<file path="src/rtl/iter_alu_if.sv">
// iter_alu_if: issue/completion bundle between a controller (master) and iter_alu (slave).
//   start, op, a, b : issue request and operands (master -> slave)
//   busy, done      : in-flight flag and one-cycle completion pulse (slave -> master)
//   result, result_hi, zf, dz, ill : registered results and flags (slave -> master)
interface iter_alu_if #(
  parameter int unsigned WIDTH = 16
) ();
  logic             start;
  logic [3:0]       op;
  logic [WIDTH-1:0] a;
  logic [WIDTH-1:0] b;
  logic             busy;
  logic             done;
  logic [WIDTH-1:0] result;
  logic [WIDTH-1:0] result_hi;
  logic             zf;
  logic             dz;
  logic             ill;

  modport master (
    output start, op, a, b,
    input  busy, done, result, result_hi, zf, dz, ill
  );

  modport slave (
    input  start, op, a, b,
    output busy, done, result, result_hi, zf, dz, ill
  );
endinterface

</file>
<file path="src/rtl/iter_alu.sv">
// iter_alu: multi-cycle ALU. Single-cycle ADD/SUB/SLL/SRL/SRA/NAND/OR complete
// one edge after issue; MULU (shift-and-add) and DIVU (restoring) take WIDTH
// iteration edges. Results and flags are registered and held until the next
// completion.
//   clk : rising-edge clock
//   rst : synchronous active-high reset
//   bus : iter_alu_if slave modport (start/op/a/b in; busy/done/results/flags out)
module iter_alu #(
  parameter int unsigned WIDTH = 16
) (
  input  logic      clk,
  input  logic      rst,
  iter_alu_if.slave bus
);

  localparam int unsigned CW = $clog2(WIDTH + 1);

  typedef enum logic {IDLE, RUN} state_t;

  state_t             state, state_d;
  logic [CW-1:0]      cnt, cnt_d;
  // MULU: {partial product high, multiplier shifting out}.
  // DIVU: {partial remainder, dividend shifting out / quotient shifting in}.
  logic [2*WIDTH-1:0] acc, acc_d, iter;
  logic [WIDTH-1:0]   opb, opb_d;
  logic               is_div, is_div_d;
  logic               dz_pend, dz_pend_d;

  logic               done_q, done_d;
  logic [WIDTH-1:0]   res_q, res_d;
  logic [WIDTH-1:0]   hi_q, hi_d;
  logic               zf_q, zf_d;
  logic               dz_q, dz_d;
  logic               ill_q, ill_d;

  logic [WIDTH-1:0]   alu_res;
  logic               reserved;
  logic               fits;
  logic [WIDTH-1:0]   diff;
  logic [WIDTH:0]     sum;

  // Single-cycle datapath, fed directly from the issue operands.
  always_comb begin
    alu_res  = '0;
    reserved = 1'b0;
    case (bus.op)
      4'd0:    alu_res = bus.a + bus.b;
      4'd1:    alu_res = bus.a - bus.b;
      4'd2:    alu_res = bus.a << bus.b;
      4'd3:    alu_res = bus.a >> bus.b;
      4'd4:    alu_res = WIDTH'($signed(bus.a) >>> bus.b);
      4'd5:    alu_res = ~(bus.a & bus.b);
      4'd6:    alu_res = bus.a | bus.b;
      4'd8,
      4'd9:    alu_res = '0;
      default: reserved = 1'b1;
    endcase
  end

  // One multiply or divide iteration on the current accumulator.
  always_comb begin
    // The trial remainder {rem, next dividend bit} needs WIDTH+1 bits to
    // compare, but when it fits the difference is < 2^WIDTH, so only the low
    // WIDTH bits of the subtraction are kept.
    fits = acc[2*WIDTH-1:WIDTH-1] >= {1'b0, opb};
    diff = acc[2*WIDTH-2:WIDTH-1] - opb;
    sum  = {1'b0, acc[2*WIDTH-1:WIDTH]} + (acc[0] ? {1'b0, opb} : '0);
    if (is_div) begin
      iter = fits ? {diff, acc[WIDTH-2:0], 1'b1} : {acc[2*WIDTH-2:0], 1'b0};
    end else begin
      iter = {sum, acc[WIDTH-1:1]};
    end
  end

  always_comb begin
    state_d   = state;
    cnt_d     = cnt;
    acc_d     = acc;
    opb_d     = opb;
    is_div_d  = is_div;
    dz_pend_d = dz_pend;
    done_d    = 1'b0;
    res_d     = res_q;
    hi_d      = hi_q;
    zf_d      = zf_q;
    dz_d      = dz_q;
    ill_d     = ill_q;
    case (state)
      IDLE: begin
        if (bus.start) begin
          if (bus.op == 4'd8 || bus.op == 4'd9) begin
            acc_d     = {{WIDTH{1'b0}}, bus.a};
            opb_d     = bus.b;
            is_div_d  = (bus.op == 4'd9);
            dz_pend_d = (bus.op == 4'd9) && (bus.b == '0);
            cnt_d     = CW'(WIDTH);
            state_d   = RUN;
          end else begin
            done_d = 1'b1;
            res_d  = alu_res;
            hi_d   = '0;
            zf_d   = (alu_res == '0);
            dz_d   = 1'b0;
            ill_d  = reserved;
          end
        end
      end
      RUN: begin
        acc_d = iter;
        cnt_d = cnt - CW'(1);
        if (cnt == CW'(1)) begin
          state_d = IDLE;
          done_d  = 1'b1;
          res_d   = iter[WIDTH-1:0];
          hi_d    = iter[2*WIDTH-1:WIDTH];
          zf_d    = (iter[WIDTH-1:0] == '0);
          dz_d    = dz_pend;
          ill_d   = 1'b0;
        end
      end
      default: state_d = IDLE;
    endcase
  end

  always_ff @(posedge clk) begin
    if (rst) begin
      state   <= IDLE;
      cnt     <= '0;
      acc     <= '0;
      opb     <= '0;
      is_div  <= 1'b0;
      dz_pend <= 1'b0;
      done_q  <= 1'b0;
      res_q   <= '0;
      hi_q    <= '0;
      zf_q    <= 1'b1;
      dz_q    <= 1'b0;
      ill_q   <= 1'b0;
    end else begin
      state   <= state_d;
      cnt     <= cnt_d;
      acc     <= acc_d;
      opb     <= opb_d;
      is_div  <= is_div_d;
      dz_pend <= dz_pend_d;
      done_q  <= done_d;
      res_q   <= res_d;
      hi_q    <= hi_d;
      zf_q    <= zf_d;
      dz_q    <= dz_d;
      ill_q   <= ill_d;
    end
  end

  assign bus.busy      = (state == RUN);
  assign bus.done      = done_q;
  assign bus.result    = res_q;
  assign bus.result_hi = hi_q;
  assign bus.zf        = zf_q;
  assign bus.dz        = dz_q;
  assign bus.ill       = ill_q;

endmodule

</file>
<file path="src/flat_wrapper.sv">
// flat-port wrapper written by rule: the top's interface ports become plain ports
module iter_alu_flat 
#(
  parameter int unsigned WIDTH = 16
)
  (clk, rst, bus_start, bus_op, bus_a, bus_b, bus_busy, bus_done, bus_result, bus_result_hi, bus_zf, bus_dz, bus_ill);
  iter_alu_if #(.WIDTH(WIDTH)) bus_i ();
  input  logic clk;
  input  logic rst;
  input wire logic [$bits(bus_i.start)-1:0] bus_start;
  input wire logic [$bits(bus_i.op)-1:0] bus_op;
  input wire logic [$bits(bus_i.a)-1:0] bus_a;
  input wire logic [$bits(bus_i.b)-1:0] bus_b;
  output wire logic [$bits(bus_i.busy)-1:0] bus_busy;
  output wire logic [$bits(bus_i.done)-1:0] bus_done;
  output wire logic [$bits(bus_i.result)-1:0] bus_result;
  output wire logic [$bits(bus_i.result_hi)-1:0] bus_result_hi;
  output wire logic [$bits(bus_i.zf)-1:0] bus_zf;
  output wire logic [$bits(bus_i.dz)-1:0] bus_dz;
  output wire logic [$bits(bus_i.ill)-1:0] bus_ill;
  assign bus_i.start = bus_start;
  assign bus_i.op = bus_op;
  assign bus_i.a = bus_a;
  assign bus_i.b = bus_b;
  assign bus_busy = bus_i.busy;
  assign bus_done = bus_i.done;
  assign bus_result = bus_i.result;
  assign bus_result_hi = bus_i.result_hi;
  assign bus_zf = bus_i.zf;
  assign bus_dz = bus_i.dz;
  assign bus_ill = bus_i.ill;
  iter_alu #(.WIDTH(WIDTH)) u_core (.clk(clk), .rst(rst), .bus(bus_i));
endmodule
</file>
<file path="config.mk">
export PLATFORM = sky130hd
export DESIGN_NAME = iter_alu_flat
export DESIGN_NICKNAME = d
export VERILOG_FILES = /design/src/rtl/iter_alu_if.sv /design/src/rtl/iter_alu.sv /design/src/flat_wrapper.sv
export SDC_FILE = /design/constraint.sdc
export NUM_CORES = 1
export LEC_CHECK = 0
export BUFFER_PORTS_ARGS = -buffer_cell sky130_fd_sc_hd__buf_2
export CAP_MARGIN = 20
export CORE_MARGIN = 4
export CORE_UTILIZATION = 55
export CTS_CLUSTER_DIAMETER = 80
export CTS_CLUSTER_SIZE = 20
export DETAILED_ROUTE_END_ITERATION = 7
export MAX_ROUTING_LAYER = met4
export PLACE_DENSITY = 0.8
export SLEW_MARGIN = 20
export SYNTH_ARGS = -nofsm -noshare
export SYNTH_HDL_FRONTEND = slang
export SYNTH_SLANG_ARGS = --single-unit
</file>
<file path="constraint.sdc">
create_clock -name clk -period 11.9 [get_ports clk]
set_input_delay 1.19 -clock clk [delete_from_list [all_inputs] [get_ports clk]]
set_output_delay 1.19 -clock clk [all_outputs]
set_load 0.1 [all_outputs]
</file>
==> results.yml, run 1 <==
cells_and_area:
  diodes: 0
  multi_input_area_sq_um: 7150
  seq_area_sq_um: 1840
  fin_area_sq_um: 10200
  layout.cells.non_filler: 1502
  drive_above_1_share_pct: 13.3
  area_growth_pct: 7.50
  n_fill_cell: 1574
  nets: 1372
yosys:
  synth.ff_latch_count: 92
  synth_top_area_cell: "dfxtp_1"
  async_flop_share_pct: 0
  synth-compound-area-share_pct: 24.7
  netlist.area_leader.share_pct: 19.4
  ys.warnings.count: 0
  yosys_most_used_dff: "dfxtp_1"
  avgSynthCellArea_sq_um: 7.46
  synth_edf_count: 0
  yosysUniqueCellTypes: 79
  synth-simple-area-share_pct: 24.7
  yosys.area_share.xor_xnor_pct: 4.24
  synthTopCellsByArea: "dfxtp_1, ha_1, mux2i_1"
  synthesis.nets: 1369
  yosysMostFrequentCell: "nand2_1"
  synth_fa_ha_area_share_pct: 7.47
  synth_common_cells: "nand2_1, a21oi_1, nor2_1, dfxtp_1, clkbuf_1"
  synth_area_sq_um: 9510
  synthCells: 1275
  ys_seq_area_share_pct: 19.4
  synth.area.mux_share_pct: 13.7
  synth_top_family_by_area: "compound AO/OA/AOI/OAI gates"
floorplan:
  initial_utilization_pct: 56.8
  ios: 76
  design.core.area_sq_um: 16800
  die-area_sq_um: 19500
  rows: 47
  die_x_um: 140
  die_h_um: 140
sta:
  max_freq_mhz: 179
  fin_crit_sh_pct: 47.1
  finalHoldViolCount: 0
  rsz0062_at_grt: "no"
  setup_viol_count_final: 0
  min_period_ps: 5600
  maxSlewHeadroom_pct: 25.1
  finalMaxSlewViolations: 0
  tns_ps: 0
  tightest_slew_ps: 1110
  fin_skew_ps: 10.5
  hold_ws_ps: 450
worst_setup_path:
  critPathMaxFanout: 31
  crit_required_ps: 12190
  cp-start-kind: "input pin"
  crit_start: "bus_b[0]"
  worst_setup_path_end_kind: "flip-flop"
  arrival_ps: 5890
  crit_type: "in2reg"
  reg2reg_from: "u_core.acc[0]$_SDFFE_PP0P_"
placed_design:
  place_inst: 1487
  place_area_sq_um: 9910
  place.gp.congestion: 1.06
  io_buffers: 75
  dpl.hpwl_mm: 26.0
detailed_routing:
  firstDrtPassIters: 6
  wl_per_cell_um: 23.9
  vias: 10300
  viasPerCell: 6.89
  drc: 0
  drtIter0Drc: 986
  drtAntennaViolNets: 0
  wirelength_mm: 35.8
global_routing:
  grt_max_degree: 72
  antenna_found_initial: 0
  top_usage_layer: "met2"
  grt_overflow: 0
  use_met2_pct: 59.7
  grt_pass1_vias: 9736
  met3_usage_pct: 5.42
  grt_pass1_wl_mm: 56.2
  grtUsageTotal_pct: 37.2
  grt.met1_usage_pct: 44.9
cts:
  cts_root_buffer: "clkbuf_16"
  clockBufferDepth: 2
  cts.repair.resized: 0
  htreeDepth: 3
  insertion_delay_ps: 360
  tritoncts: "yes"
  holdBufCountCts: 0
  clk_pin_slew_ps: 70
  cts_made_buffers: 9
  clock_sinks: 92
  cts_setup_buffers: 0
status:
  status: "completed"
pwr:
  total_power_uw: 964
  p_per_area_nw_per_um2: 94.2
  ir_drop_uv: 83.0
  power_leakage_uw: 0.00406
worst_hold_path:
  worstHoldStart: "u_core.bus.result_hi[13]$_SDFFE_PP0P_"
  hp-class: "reg2reg"
run:
  max-cap-violations: 0
[layout make-up]
class | instances | area share [%]
multi-input cells | 1045 | 69.9
repair buffers | 91 | 4.85
clock buffers | 9 | 2.20
clock inverters | 6 | 0.918
inverters | 39 | 1.43
well taps | 220 | 2.69
flip-flops and latches | 92 | 18.0
[sequential cells by signal, indices dropped and copies added (netlist names)]
name                  cells
u_core.bus.zf             1
u_core.bus.result        16
u_core.cnt                5
u_core.bus.ill            1
u_core.is_div             1
u_core.bus.dz             1
u_core.bus.result_hi     16
u_core.bus.done           1
u_core.opb               16
u_core.dz_pend            1
u_core.acc               32
u_core.bus.busy           1
[path summary, 6_finish.rpt]
check                                                to  cells past startpoint  slack (ps)
setup / recovery             u_core.bus.zf$_SDFFE_PP1P_                     17        6300
setup reg to reg  u_core.bus.result_hi[13]$_SDFFE_PP0P_                     12        8050
hold reg to reg   u_core.bus.result_hi[13]$_SDFFE_PP0P_                      2         450
hold / removal    u_core.bus.result_hi[13]$_SDFFE_PP0P_                      2         450
[through the flow]
step	setup slack [ps]	utilization, %
floorplan	6510	-
global placement	6260	59.1
detailed placement	6090	59.1
CTS	6450	61.0
global route	5950	61.0
finish	6300	61.0
[worst max-delay path, cell delays in order]
cell	delay [ps]
buf_2	90
buf_4	250
inv_2	520
ha_1	300
nand2_1	60
nor3_1	340
nor3b_1	530
nor2_1	110
xnor2_1	150
ha_1	340
and4_1	190
a221o_1	380
mux2i_1	160
a221oi_1	430
nand4_1	140
or4_1	560
o21ai_1	130
[layout by cell type, fill, tap and decap left out, drive strengths merged, types with 8 or more instances in the layout]
cell type | netlist | final
a211oi | 21 | 21
a21o | 14 | 14
a21oi | 116 | 116
a22oi | 10 | 10
a31oi | 12 | 12
and2 | 18 | 18
and3 | 14 | 14
buf | 26 | 91
clkbuf | 73 | 9
dfxtp | 92 | 92
ha | 52 | 52
inv | 38 | 41
mux2 | 18 | 18
mux2i | 65 | 65
mux4 | 20 | 20
nand2 | 154 | 154
nand2b | 11 | 11
nand3 | 44 | 44
nand4 | 11 | 11
nor2 | 99 | 99
nor2b | 17 | 17
nor3 | 49 | 49
nor4 | 12 | 12
o211ai | 19 | 19
o21a | 11 | 11
o21ai | 58 | 58
o31ai | 8 | 8
or2 | 10 | 10
or3 | 15 | 15
xnor2 | 32 | 32
xor2 | 14 | 14
[logic make-up after synthesis]
family                   after synthesis
AND/OR/NAND/NOR                      482
AO/OA/AOI/OAI                        359
buffers and inverters                138
multiplexers                         103
flip-flops                            92
adder cells (fa/ha/maj)               55
XOR/XNOR                              46
[report_power, final]
group	switching (uW)	internal, uW	total (uW)
Sequential	8.33	317	325
Combinational	208	112	321
Clock	132	185	318
Total	349	615	964
[per-layer routing]
metal  wire, um  up-vias
met4       2240        0
met1      13500     4872
li1           -     4722
met5          0        -
met3       3220      143
met2      16900      609
Power figures use the tool's default switching activity.
==> inputs of run 2 (changes only) <==
==> constraint.sdc (replaced) <==
create_clock -name clk -period 5.2 [get_ports clk]
set_input_delay 0.52 -clock clk [delete_from_list [all_inputs] [get_ports clk]]
set_output_delay 0.52 -clock clk [all_outputs]
set_load 0.1 [all_outputs]
==> run 2 against run 1 <==
Net effect:
- first-iteration DRC count fell by 4.1%
- via count rose by 0.34%
- routed wire length shrank 1.0%
- global-route usage decreased by 0.91 points
- setup slack got worse by 5500 ps
- final cell count increased by 0.33%
- die area did not move
- non-clock buffer count increased by 4
- clock skew up 4.4 ps
- sequential power is 130% higher
- hold slack worse by 1.5 ps
- largest power group unchanged
==> results.yml, run 2 (synthesis gave the netlist of run 1 again) <==
status:
  status: "completed"
sta:
  rsz0062_at_grt: "no"
  fin_skew_ps: 14.9
  setup_viol_count_final: 0
  fin_crit_sh_pct: 85.6
  tns_ps: 0
  max_freq_mhz: 225
  finalHoldViolCount: 0
  min_period_ps: 4450
  finalMaxSlewViolations: 0
  maxSlewHeadroom_pct: 19.5
  tightest_slew_ps: 1190
  hold_ws_ps: 449
detailed_routing:
  drtAntennaViolNets: 0
  viasPerCell: 6.89
  drtIter0Drc: 946
  wirelength_mm: 35.5
  vias: 10400
  firstDrtPassIters: 5
  wl_per_cell_um: 23.5
  drc: 0
worst_setup_path:
  crit_type: "in2reg"
  arrival_ps: 4740
  crit_required_ps: 5490
  critPathMaxFanout: 17
  cp-start-kind: "input pin"
  worst_setup_path_end_kind: "flip-flop"
global_routing:
  grt_pass1_vias: 9811
  grt.met1_usage_pct: 44.3
  use_met2_pct: 58.0
  grt_overflow: 0
  met3_usage_pct: 5.93
  grt_max_degree: 72
  grt_pass1_wl_mm: 55.2
  top_usage_layer: "met2"
  antenna_found_initial: 0
  grtUsageTotal_pct: 36.3
cts:
  insertion_delay_ps: 360
  cts_made_buffers: 9
  holdBufCountCts: 0
  clock_sinks: 92
  cts_setup_buffers: 0
  tritoncts: "yes"
  clockBufferDepth: 2
  cts.repair.resized: 0
  cts_root_buffer: "clkbuf_16"
  htreeDepth: 3
  clk_pin_slew_ps: 80
cells_and_area:
  multi_input_area_sq_um: 7150
  drive_above_1_share_pct: 13.8
  n_fill_cell: 1586
  diodes: 0
  fin_area_sq_um: 10200
  largest_register_ffs: 32
  top_register: "u_core.acc"
  layout.cells.non_filler: 1507
  nets: 1376
  final_common_cell: "nand2_1"
  final_cell_mix: "nand2_1, a21oi_1, nor2_1"
  seq_area_sq_um: 1840
  postLayoutCoreUtil_pct: 61.1
  area_growth_pct: 7.62
floorplan:
  design.core.area_sq_um: 16800
  initial_utilization_pct: 56.8
  die_x_um: 140
  die-area_sq_um: 19500
  ios: 76
  rows: 47
  die_h_um: 140
placed_design:
  dpl.hpwl_mm: 26.3
  place_area_sq_um: 9940
  io_buffers: 75
  place.gp.congestion: 1.03
  place_inst: 1491
pwr:
  p_per_area_nw_per_um2: 209
  ir_drop_uv: 156
  power_leakage_uw: 0.00406
run:
  max-cap-violations: 0
worst_hold_path:
  hp-class: "reg2reg"
==> run 2: cell types whose count changed in the layout (fill, tap and decap cells not counted), sizes merged <==
cell    previous run  this run
bufinv             2         0
buf               91        95
clkbuf             9        10
clkinv             1         3
==> run 2: report_power, final <==
group | switching (uW) | internal, uW
combinational | 472 | 260
sequential | 21.2 | 725
clock | 319 | 346
total | 812 | 1330
==> run 2: path summary, 6_finish.rpt <==
kind | startpoint | endpoint | slack [ps] | cells after the start
worst min register to register | u_core.bus.result_hi[13]$_SDFFE_PP0P_ | u_core.bus.result_hi[13]$_SDFFE_PP0P_ | 450 | 2
worst max-delay path | bus_op[0] | u_core.bus.zf$_SDFFE_PP1P_ | 750 | 15
worst min-delay path | u_core.bus.result_hi[13]$_SDFFE_PP0P_ | u_core.bus.result_hi[13]$_SDFFE_PP0P_ | 450 | 2
worst max register to register | u_core.acc[0]$_SDFFE_PP0P_ | u_core.bus.result_hi[13]$_SDFFE_PP0P_ | 1390 | 12
==> run 2: per-layer routing <==
metal	wire length [um]	vias up
met2	16400	630
met4	2240	0
li1	-	4736
met3	3400	180
met1	13400	4835
met5	0	-
==> run 2: cell type report <==
cell class | instances | share of cell area, %
Inverter | 39 | 1.43
Sequential cell | 92 | 18.0
Tap cell | 220 | 2.69
Clock inverter | 6 | 0.526
Multi-Input combinational cell | 1045 | 69.9
Timing Repair Buffer | 95 | 5.13
Clock buffer | 10 | 2.33
==> run 2: per-stage QoR <==
stage                     power, uW  setup WS, ps
after global routing           2230           569
after CTS                      2130           920
after floorplan                1290           484
final                          2140           750
after global placement         1470           715
after detailed placement       1470           591
==> run 2: critical path, stage by stage <==
cell and delay (ps):
buf_2 300, nand2b_1 210, nor3_1 180, buf_4 240, mux2_2 380, fa_1 440, nor2b_1 210, o211ai_1 110
a21oi_1 290, a221o_1 270, o311ai_1 190, a2111oi_0 560, nand4_1 150, or4_1 550, o21ai_1 130
